$ cat config.mk
export PLATFORM = sky130hd
export DESIGN_NAME = tt_sweep_reader_flat
export DESIGN_NICKNAME = d
export VERILOG_FILES = /design/src/rtl/tt_pkg.sv /design/src/rtl/tt_sweep_reader_if.sv /design/src/rtl/tt_mism_tracker.sv /design/src/rtl/tt_sweep_reader.sv /design/src/flat_wrapper.sv
export SDC_FILE = /design/constraint.sdc
export NUM_CORES = 1
export LEC_CHECK = 0
export ABC_CLOCK_PERIOD_IN_PS = 3300
export BUFFER_PORTS_ARGS = -buffer_cell sky130_fd_sc_hd__buf_2
export CAP_MARGIN = 10
export CORE_MARGIN = 2
export CORE_UTILIZATION = 59
export CTS_BUF_LIST = sky130_fd_sc_hd__clkbuf_16
export DETAILED_ROUTE_END_ITERATION = 8
export MAX_ROUTING_LAYER = met4
export PLACE_DENSITY = 0.86
export RECOVER_POWER = 25
export SYNTH_ARGS = -nofsm -noshare
export SYNTH_HDL_FRONTEND = slang
export SYNTH_SLANG_ARGS = --single-unit
$ cat constraint.sdc
create_clock -name clk -period 3.3 [get_ports clk]
set_input_delay 0.825 -clock clk [delete_from_list [all_inputs] [get_ports clk]]
set_output_delay 0.825 -clock clk [all_outputs]
set_load 0.01 [all_outputs]
$ cat src/rtl/tt_pkg.sv
// Shared definitions for the truth-table sweep reader: FSM states,
// width helper and the default minterm index type.
package tt_pkg;

    typedef enum logic [1:0] {
        IDLE   = 2'd0,
        SETTLE = 2'd1,
        SAMPLE = 2'd2,
        FIN    = 2'd3
    } state_e;

    localparam int MAX_LAT  = 7;
    localparam int DEF_N_IN = 4;

    typedef logic [DEF_N_IN-1:0] idx_t;

    function automatic int tt_width(input int n);
        return 1 << n;
    endfunction

endpackage

$ cat src/rtl/tt_sweep_reader_if.sv
// Control/status bundle between the equivalence-check harness (master)
// and the sweep reader (slave).
interface tt_sweep_reader_if #(
    parameter int N_IN = 4
);
    import tt_pkg::*;

    localparam int TT_W = tt_width(N_IN);

    logic              start;
    logic              cmp_en;
    logic [TT_W-1:0]   exp_tt;
    logic              busy;
    logic              done;
    logic [TT_W-1:0]   tt_out;
    logic              mismatch;
    logic [N_IN:0]     mism_cnt;
    logic [N_IN-1:0]   first_mism_idx;
    logic              first_mism_vld;

    modport master (
        output start, cmp_en, exp_tt,
        input  busy, done, tt_out, mismatch, mism_cnt, first_mism_idx, first_mism_vld
    );

    modport slave (
        input  start, cmp_en, exp_tt,
        output busy, done, tt_out, mismatch, mism_cnt, first_mism_idx, first_mism_vld
    );

endinterface

$ cat src/rtl/tt_mism_tracker.sv
// Per-sample comparison against the expected bit: counts differing
// minterms and remembers the lowest differing index.
module tt_mism_tracker #(
    parameter int N_IN = 4
) (
    input  logic            clk,
    input  logic            rst,
    input  logic            clr,
    input  logic            smp,
    input  logic            cmp_en,
    input  logic            y,
    input  logic            exp_bit,
    input  logic [N_IN-1:0] idx,
    output logic [N_IN:0]   mism_cnt,
    output logic [N_IN-1:0] first_mism_idx,
    output logic            first_mism_vld
);

    logic [N_IN:0]   cnt_q,  cnt_d;
    logic [N_IN-1:0] fidx_q, fidx_d;
    logic            fvld_q, fvld_d;

    // NOTE: every variable gets its hold value first so no path leaves it unassigned (no latch).
    always_comb begin
        cnt_d  = cnt_q;
        fidx_d = fidx_q;
        fvld_d = fvld_q;
        if (clr) begin
            cnt_d  = '0;
            fidx_d = '0;
            fvld_d = 1'b0;
        end else if (smp && cmp_en && (y != exp_bit)) begin
            cnt_d = cnt_q + 1'b1;
            if (!fvld_q) begin
                fidx_d = idx;
                fvld_d = 1'b1;
            end
        end
    end

    // NOTE: state registers use non-blocking assignment so all flops update together at the edge.
    always_ff @(posedge clk) begin
        if (rst) begin
            cnt_q  <= '0;
            fidx_q <= '0;
            fvld_q <= 1'b0;
        end else begin
            cnt_q  <= cnt_d;
            fidx_q <= fidx_d;
            fvld_q <= fvld_d;
        end
    end

    assign mism_cnt       = cnt_q;
    assign first_mism_idx = fidx_q;
    assign first_mism_vld = fvld_q;

endmodule

$ cat src/rtl/tt_sweep_reader.sv
// Sweeps every minterm onto the device under evaluation, samples its output
// after LAT settle cycles and assembles the truth table, optionally checked.
module tt_sweep_reader
    import tt_pkg::*;
#(
    parameter int N_IN = 4,
    parameter int LAT  = 0
) (
    input  logic               clk,
    input  logic               rst,
    tt_sweep_reader_if.slave   bus,
    output logic [N_IN-1:0]    x_out,
    input  logic               y_in
);

    localparam int                 TT_W     = tt_width(N_IN);
    localparam int                 LAT_W    = $clog2(MAX_LAT + 1);
    localparam logic [LAT_W-1:0]   LAT_LAST = LAT_W'((LAT > 0) ? LAT - 1 : 0);
    localparam logic [N_IN-1:0]    IDX_LAST = '1;

    state_e            state_q, state_d;
    logic [N_IN-1:0]   idx_q,   idx_d;
    logic [LAT_W-1:0]  lat_q,   lat_d;
    logic [TT_W-1:0]   tt_q,    tt_d;
    logic [TT_W-1:0]   exp_q,   exp_d;
    logic              cmp_q,   cmp_d;
    logic              clr;
    logic              smp;

    always_comb begin
        state_d = state_q;
        idx_d   = idx_q;
        lat_d   = lat_q;
        tt_d    = tt_q;
        exp_d   = exp_q;
        cmp_d   = cmp_q;
        clr     = 1'b0;
        smp     = 1'b0;
        unique case (state_q)
            IDLE: begin
                if (bus.start) begin
                    exp_d   = bus.exp_tt;
                    cmp_d   = bus.cmp_en;
                    tt_d    = '0;
                    idx_d   = '0;
                    lat_d   = '0;
                    clr     = 1'b1;
                    state_d = (LAT > 0) ? SETTLE : SAMPLE;
                end
            end
            SETTLE: begin
                if (lat_q == LAT_LAST) begin
                    lat_d   = '0;
                    state_d = SAMPLE;
                end else begin
                    lat_d = lat_q + 1'b1;
                end
            end
            SAMPLE: begin
                smp         = 1'b1;
                tt_d[idx_q] = y_in;
                if (idx_q == IDX_LAST) begin
                    state_d = FIN;
                end else begin
                    idx_d   = idx_q + 1'b1;
                    state_d = (LAT > 0) ? SETTLE : SAMPLE;
                end
            end
            FIN: state_d = IDLE;
            default: state_d = IDLE;
        endcase
    end

    // Reset wins over start in the same edge, so a coincident start is dropped.
    always_ff @(posedge clk) begin
        if (rst) begin
            state_q <= IDLE;
            idx_q   <= '0;
            lat_q   <= '0;
            tt_q    <= '0;
            exp_q   <= '0;
            cmp_q   <= 1'b0;
        end else begin
            state_q <= state_d;
            idx_q   <= idx_d;
            lat_q   <= lat_d;
            tt_q    <= tt_d;
            exp_q   <= exp_d;
            cmp_q   <= cmp_d;
        end
    end

    tt_mism_tracker #(.N_IN(N_IN)) u_mism (
        .clk            (clk),
        .rst            (rst),
        .clr            (clr),
        .smp            (smp),
        .cmp_en         (cmp_q),
        .y              (y_in),
        .exp_bit        (exp_q[idx_q]),
        .idx            (idx_q),
        .mism_cnt       (bus.mism_cnt),
        .first_mism_idx (bus.first_mism_idx),
        .first_mism_vld (bus.first_mism_vld)
    );

    // The index register doubles as the DUE drive, so it holds TT_W-1 after a sweep.
    assign x_out        = idx_q;
    assign bus.busy     = (state_q == SETTLE) || (state_q == SAMPLE);
    assign bus.done     = (state_q == FIN);
    assign bus.tt_out   = tt_q;
    assign bus.mismatch = cmp_q && (bus.mism_cnt != '0);

endmodule

$ cat src/flat_wrapper.sv
// flat-port wrapper written by rule: the top's interface ports become plain ports
module tt_sweep_reader_flat import tt_pkg::*;
#(
    parameter int N_IN = 4,
    parameter int LAT  = 0
)
  (clk, rst, x_out, y_in, bus_start, bus_cmp_en, bus_exp_tt, bus_busy, bus_done, bus_tt_out, bus_mismatch, bus_mism_cnt, bus_first_mism_idx, bus_first_mism_vld);
  tt_sweep_reader_if #(.N_IN(N_IN)) bus_i ();
  input  logic clk;
  input  logic rst;
  output logic [N_IN-1:0] x_out;
  input  logic y_in;
  input wire logic [$bits(bus_i.start)-1:0] bus_start;
  input wire logic [$bits(bus_i.cmp_en)-1:0] bus_cmp_en;
  input wire logic [$bits(bus_i.exp_tt)-1:0] bus_exp_tt;
  output wire logic [$bits(bus_i.busy)-1:0] bus_busy;
  output wire logic [$bits(bus_i.done)-1:0] bus_done;
  output wire logic [$bits(bus_i.tt_out)-1:0] bus_tt_out;
  output wire logic [$bits(bus_i.mismatch)-1:0] bus_mismatch;
  output wire logic [$bits(bus_i.mism_cnt)-1:0] bus_mism_cnt;
  output wire logic [$bits(bus_i.first_mism_idx)-1:0] bus_first_mism_idx;
  output wire logic [$bits(bus_i.first_mism_vld)-1:0] bus_first_mism_vld;
  assign bus_i.start = bus_start;
  assign bus_i.cmp_en = bus_cmp_en;
  assign bus_i.exp_tt = bus_exp_tt;
  assign bus_busy = bus_i.busy;
  assign bus_done = bus_i.done;
  assign bus_tt_out = bus_i.tt_out;
  assign bus_mismatch = bus_i.mismatch;
  assign bus_mism_cnt = bus_i.mism_cnt;
  assign bus_first_mism_idx = bus_i.first_mism_idx;
  assign bus_first_mism_vld = bus_i.first_mism_vld;
  tt_sweep_reader #(.N_IN(N_IN), .LAT(LAT)) u_core (.clk(clk), .rst(rst), .bus(bus_i), .x_out(x_out), .y_in(y_in));
endmodule
; Word-level counts from Yosys, hierarchy flattened
; Index checks and enable logic that the tools add are counted.
[op_classes]
add_sub_neg = 3
multipliers = 0
n_reduce_logical = 17
shifts = 0
magnitude_cmp = 2
bitwise = 1
eq_ne = 8
div_mod_pow = 0
mux = 20
[op_table]
columns = op, n
row1 = 16-bit one-hot mux with 2 select lines, 1
row2 = 16-bit bitwise mux, 1
row3 = 16-bit 2-to-1 mux, 1
row4 = 2-bit AND reduction, 5
row5 = 4-bit 2-to-1 mux, 2
row6 = 2-bit one-hot mux with 4 select lines, 1
row7 = 4-bit one-hot mux with 2 select lines, 1
row8 = 1-bit 2-to-1 mux, 6
row9 = 3-bit 2-to-1 mux, 2
row10 = 3-bit one-hot mux with 2 select lines, 1
row11 = 5-bit by 1-bit adder with 5-bit output (second input constant), 1
row12 = 4-bit by 5-bit < comparator with 1-bit output (second input constant), 1
row13 = 5-bit nonzero test, 1
row14 = 4-bit by 1-bit adder with 4-bit output (second input constant), 1
row15 = 1-bit binary-select mux with 4-bit select, 1
row16 = 1-bit demux with 4-bit select, 1
row17 = 2-bit equality test (second input constant), 2
row18 = 4-bit equality test (second input constant), 1
row19 = 4-bit by 1-bit >= comparator with 1-bit output (second input constant), 1
row20 = 1-bit logical AND, 4
row21 = 2-bit 2-to-1 mux, 2
row22 = 2-bit inequality test (second input constant), 2
row23 = 2-bit nonzero test, 2
row24 = 3-bit by 1-bit adder with 3-bit output (second input constant), 1
row25 = 9 further kinds, 9
[totals]
ram_bits = 0
regBits = 52
wordCells = 60
mem_bits_ro = 0
n_memories = 0
output_inout_bits = 33
latchBits = 0
in_bits = 21

; Logic depth before layout (Yosys ltp)
[depth]
ltp_word = 6
mapped_depth = 8
mapped_depth_nobuf = 7

; Cells and area by module
; A second synthesis with hierarchy kept.
[unflattened]
cells_unflattened = 305
hier_area_um2 = 2617.5
[modules_own_cells]
columns = mod, cells_per_inst, seq_area_each_um2, n_inst, area_each_um2
row1 = tt_sweep_reader, 252, 840.8, 1, 2159.6
row2 = tt_mism_tracker, 53, 200.2, 1, 457.9

; Worst setup path after synthesis
; OpenSTA, ideal clock, no wires.
[synth_timing]
path_type = input -> register
startpoint = input port y_in
endpoint = register u_core.tt_q[0] (netlist: u_core.bus.tt_out[0])
t_arrival_ns = 1.942
setup_time_ns = 0.070
t_required_ns = 3.230
stages = 6
path_buffers = 3
slack_ns = 1.287
path_cell_list = clkbuf_1 > and3_1 > clkbuf_1 > clkbuf_1 > nand3_1 > a21oi_1
[synth_via]
elab_chain_len = 2
[synth_rtl]
columns = item, line
row1 = from (decl), flat_wrapper.sv:12  ; input logic y_in;
row2 = 16-bit bitwise mux, tt_sweep_reader.sv:61  ; tt_d[idx_q] = y_in;
row3 = 16-bit one-hot mux with 2 select lines, tt_sweep_reader.sv:39  ; unique case (state_q)
row4 = to (signal assigned), tt_sweep_reader.sv:87  ; tt_q <= tt_d;
row5 = to (decl), tt_sweep_reader.sv:24  ; logic [TT_W-1:0] tt_q, tt_d;
; Every way passes these cells.
; A chain may end at the register's enable or synchronous reset.

; Final worst setup path
[layout_timing]
startpoint = register u_core.idx_q[0] (netlist: u_core.x_out[0])
endpoint = register u_core.u_mism.cnt_q[2] (netlist: u_core.u_mism.mism_cnt[2])
[layout_via]
elab_chain_len = 4
[layout_rtl]
columns = item, line
row1 = from (decl), tt_sweep_reader.sv:22  ; logic [N_IN-1:0] idx_q, idx_d;
row2 = from (signal assigned), tt_sweep_reader.sv:85  ; idx_q <= idx_d;
row3 = 1-bit binary-select mux with 4-bit select, tt_sweep_reader.sv:100  ; .exp_bit (exp_q[idx_q]),
row4 = 1-bit 2-to-1 mux (not written as such), tt_sweep_reader.sv:100
row5 = 1-bit inequality test, tt_mism_tracker.sv:32  ; end else if (smp && cmp_en && (y != exp_bit)) begin
row6 = 1-bit logical AND, tt_mism_tracker.sv:32
row7 = to (signal assigned), tt_mism_tracker.sv:48  ; cnt_q <= cnt_d;
row8 = to (decl), tt_mism_tracker.sv:19  ; logic [N_IN:0] cnt_q, cnt_d;
; Every way passes these cells. The select of a mux whose other input is x is not followed.

==> metrics.md <==
| Metric | Value |
|---|---|
| Core ar. | `0.00432 mm^2` |
| Syn Nets | `356` |
| DIE AREA | `0.00501 mm^2` |
| Status | `complete, no violations` |
| Multiplexer share of the synthesized area | `5.04%` |
| Pwr Density | `428 mW/mm^2` |
| Leak pwr | `0.00114 uW` |
| Syn Area/Cell | `8.18 um^2` |
| Initial Util | `60.9%` |
| Crit path launch type | `register` |
| Top achievable clock speed | `425 MHz` |
| Final setup fails | `0` |
| Final setup margin | `947 ps` |
| First-pass GRT wire length | `9.43 mm` |
| CP top delay family | `multiplexers` |
| Max_cap viols | `0` |
| Commonest non-fill, non-tap cell in the layout | `dfxtp_1` |
| CTS buffer count | `5` |
| Final WL | `5.74 mm` |
| Post-DP HPWL | `3.95 mm` |
| # nets final | `393` |
| Die width | `70.8 um` |
| Avg WL per Cell | `13.9 um` |
| Via count | `2320` |
| Ys Warns | `0` |
| Top sig layer | `met4` |
| Via density | `5.63` |
| Worst-Margin Slew | `763 ps` |
| Post-Synth XOR/XNOR Area | `0.333%` |
| Post-synthesis sequential area ratio | `39.5%` |
| Slew HR | `49.1%` |
| Share of cells above drive strength 1 | `13.9%` |
| Peak supply drop | `0.000261 V` |
| Initial DRC Count | `253` |
| Antenna Nets Post-Route | `0` |
| Crit path arrival time | `2570 ps` |
| All-Layer GR Usage | `23.8%` |
| Period utilization | `71.3%` |
| Maximum clock insertion buffer count | `2` |
| Register bit total from synthesis | `52` |
| CTS Sinks | `52` |
| Router iterations before antenna repair | `4` |
| Residual DRC | `0` |
| I/O Buffers | `53` |
| Post-synthesis instance area | `0.00263 mm^2` |
| Hold_buf cts | `0` |
| Crit end category | `register` |
| Placement Setup Slack | `1010 ps` |
| Post-Synth Simple-Gate Area | `20.4%` |
| Grt total ovfl | `0` |
| Cell variety after synth | `39` |
| Clock Latency Late Sink | `290 ps` |
| Post-synthesis compound-gate area fraction | `23.0%` |
| Worst path bufs/invs | `0` |
| Cell Chain, Critical Path | `mux4_2 > a22oi_4 > nand3_2 > a21boi_1 > mux2i_1` |
| Largest family of logic cells by synthesized area | `compound AO/OA/AOI/OAI gates` |
| Crit Path Class | `register to register` |
| Post-CTS Resized | `0` |
| Fin Clk Skew | `5.97 ps` |
| Critical Path RT | `3520 ps` |
| # rows | `24` |
| Syn Inst Count | `322` |
| Most frequent cells in the layout | `dfxtp_1, a21oi_1, nand2_1, buf_2, nand3_1` |
| CP peak stage delay | `690 ps` |
| ANT cells | `0` |
| Postcts setup bufs | `0` |
| Clock-pin slew on the worst setup and hold paths | `70 ps` |
| RSZ-0062 raised after global routing | `false` |
| Area Growth Syn to Fin | `13.5%` |
| Antenna violations before repair | `0` |
| Total power | `1280 uW` |
| Worst Hold Class | `register to register` |
| DR WL met3 | `275 um` |
| GPL Wtd Cong | `0.824` |
| Number of global-route vias before repair | `2074` |
| Cell Count Post-Placement | `404` |
| Metal-1 WL | `2.65 mm` |
| Setup TNS | `0 ps` |
| TritonCTS clock tree | `yes` |
| Non-filler cells in the finished layout | `412` |
| Critical path peak fanout | `11` |
| Final core occ | `69.1%` |
| Post-Synth Adder-Cell Area | `6.18%` |
| CTS root buf | `clkbuf_16` |
| Crit path time final | `2350 ps` |
| Die H | `70.8 um` |
| Slowest-stage cell, CP | `dfxtp_1` |
| Final hold vios | `0` |
| Slew Viols, Final | `0` |
| Largest net degree at the start of global routing | `45` |
| Met2 WL | `2.79 mm` |
| # H-tree levels | `2` |
| Num ports | `54` |
-- metal layers --
metal	GRT usage [%]	vias up
met1	30.7	1058
met3	4.42	2
met5	-	-
met4	6.08	0
met2	38.6	57
li1	-	1203
-- flip-flops by register name, indices dropped and copies added, names as in the netlist --
name,flops
u_core.u_mism.mism_cnt,5
u_core.x_out,4
u_core.state_q,2
u_core.bus.tt_out,16
u_core.u_mism.first_mism_idx,4
u_core.exp_q,16
u_core.lat_q,3
u_core.u_mism.first_mism_vld,1
u_core.cmp_q,1
-- per-stage QoR --
step	cell area, um^2	hold slack (ps)
finish	2990	456
global route	2990	481
CTS	3010	456
detailed placement	2870	447
global placement	2870	442
floorplan	2630	433
-- worst min-delay path: cells and delay by family (launching register included) --
| family | cells | cell delay [ps] |
|---|---|---|
| compound gates | 1 | 50 |
| flops | 1 | 310 |
| simple gates | 1 | 50 |
-- final timing paths --
path                         from                        end  slack (ps)  cells after the start
hold reg to reg   u_core.exp_q[7]            u_core.exp_q[7]         460                      2
setup / recovery  u_core.x_out[0]  u_core.u_mism.mism_cnt[2]         950                      5
hold / removal    u_core.exp_q[7]            u_core.exp_q[7]         460                      2
setup reg to reg  u_core.x_out[0]  u_core.u_mism.mism_cnt[2]         950                      5
-- power by group --
group / internal [uW] / leakage [uW] / total (uW) / switching, uW
Sequential: 642 / 0.000422 / 657 / 14.6
Combinational: 48.0 / 0.000650 / 125 / 77.2
Clock: 276 / 0.0000687 / 495 / 219
-- area by class of cell --
type	count	area, um^2
clock inverter	3	15.0
timing repair buffer	54	249
multi-input combinational	234	1450
sequential	52	1040
inverter	12	45.0
fill	378	1340
tap	52	65.1
clock buffer	5	125
-- logic make-up (layout without fill, tap and decap cells) --
logic type | after synthesis | in the layout
and+or+nand+nor | 113 | 113
AOI/OAI and AO/OA | 99 | 99
DFF | 52 | 52
buffers and inverters | 36 | 74
adders and majority gates | 13 | 13
muxes | 8 | 8
xor gates and xnor gates | 1 | 1
-- synth_stat cells, drive strengths merged --
cell type	instances	share of area, %
a211o	2	0.67
a211oi	1	0.29
a21boi	16	4.6
a21o	3	0.86
a21oi	44	8.4
a22o	1	0.33
a22oi	5	2.5
a31oi	2	0.48
a32oi	1	0.33
and2	3	0.71
and3	3	0.71
and4	1	0.33
buf	5	1.1
clkbuf	19	2.7
dfxtp	52	40
ha	13	6.2
inv	12	1.7
mux2	2	0.86
mux2i	2	0.76
mux4	4	3.4
nand2	44	6.3
nand2b	3	0.71
nand3	25	4.9
nand4	4	0.95
nand4b	1	0.33
nor2	15	2.1
nor2b	5	1.2
nor3	3	0.57
nor3b	2	0.57
o21ai	23	4.4
o21bai	1	0.29
or3	4	0.95
xnor2	1	0.33
Power figures use the tool's default switching activity.
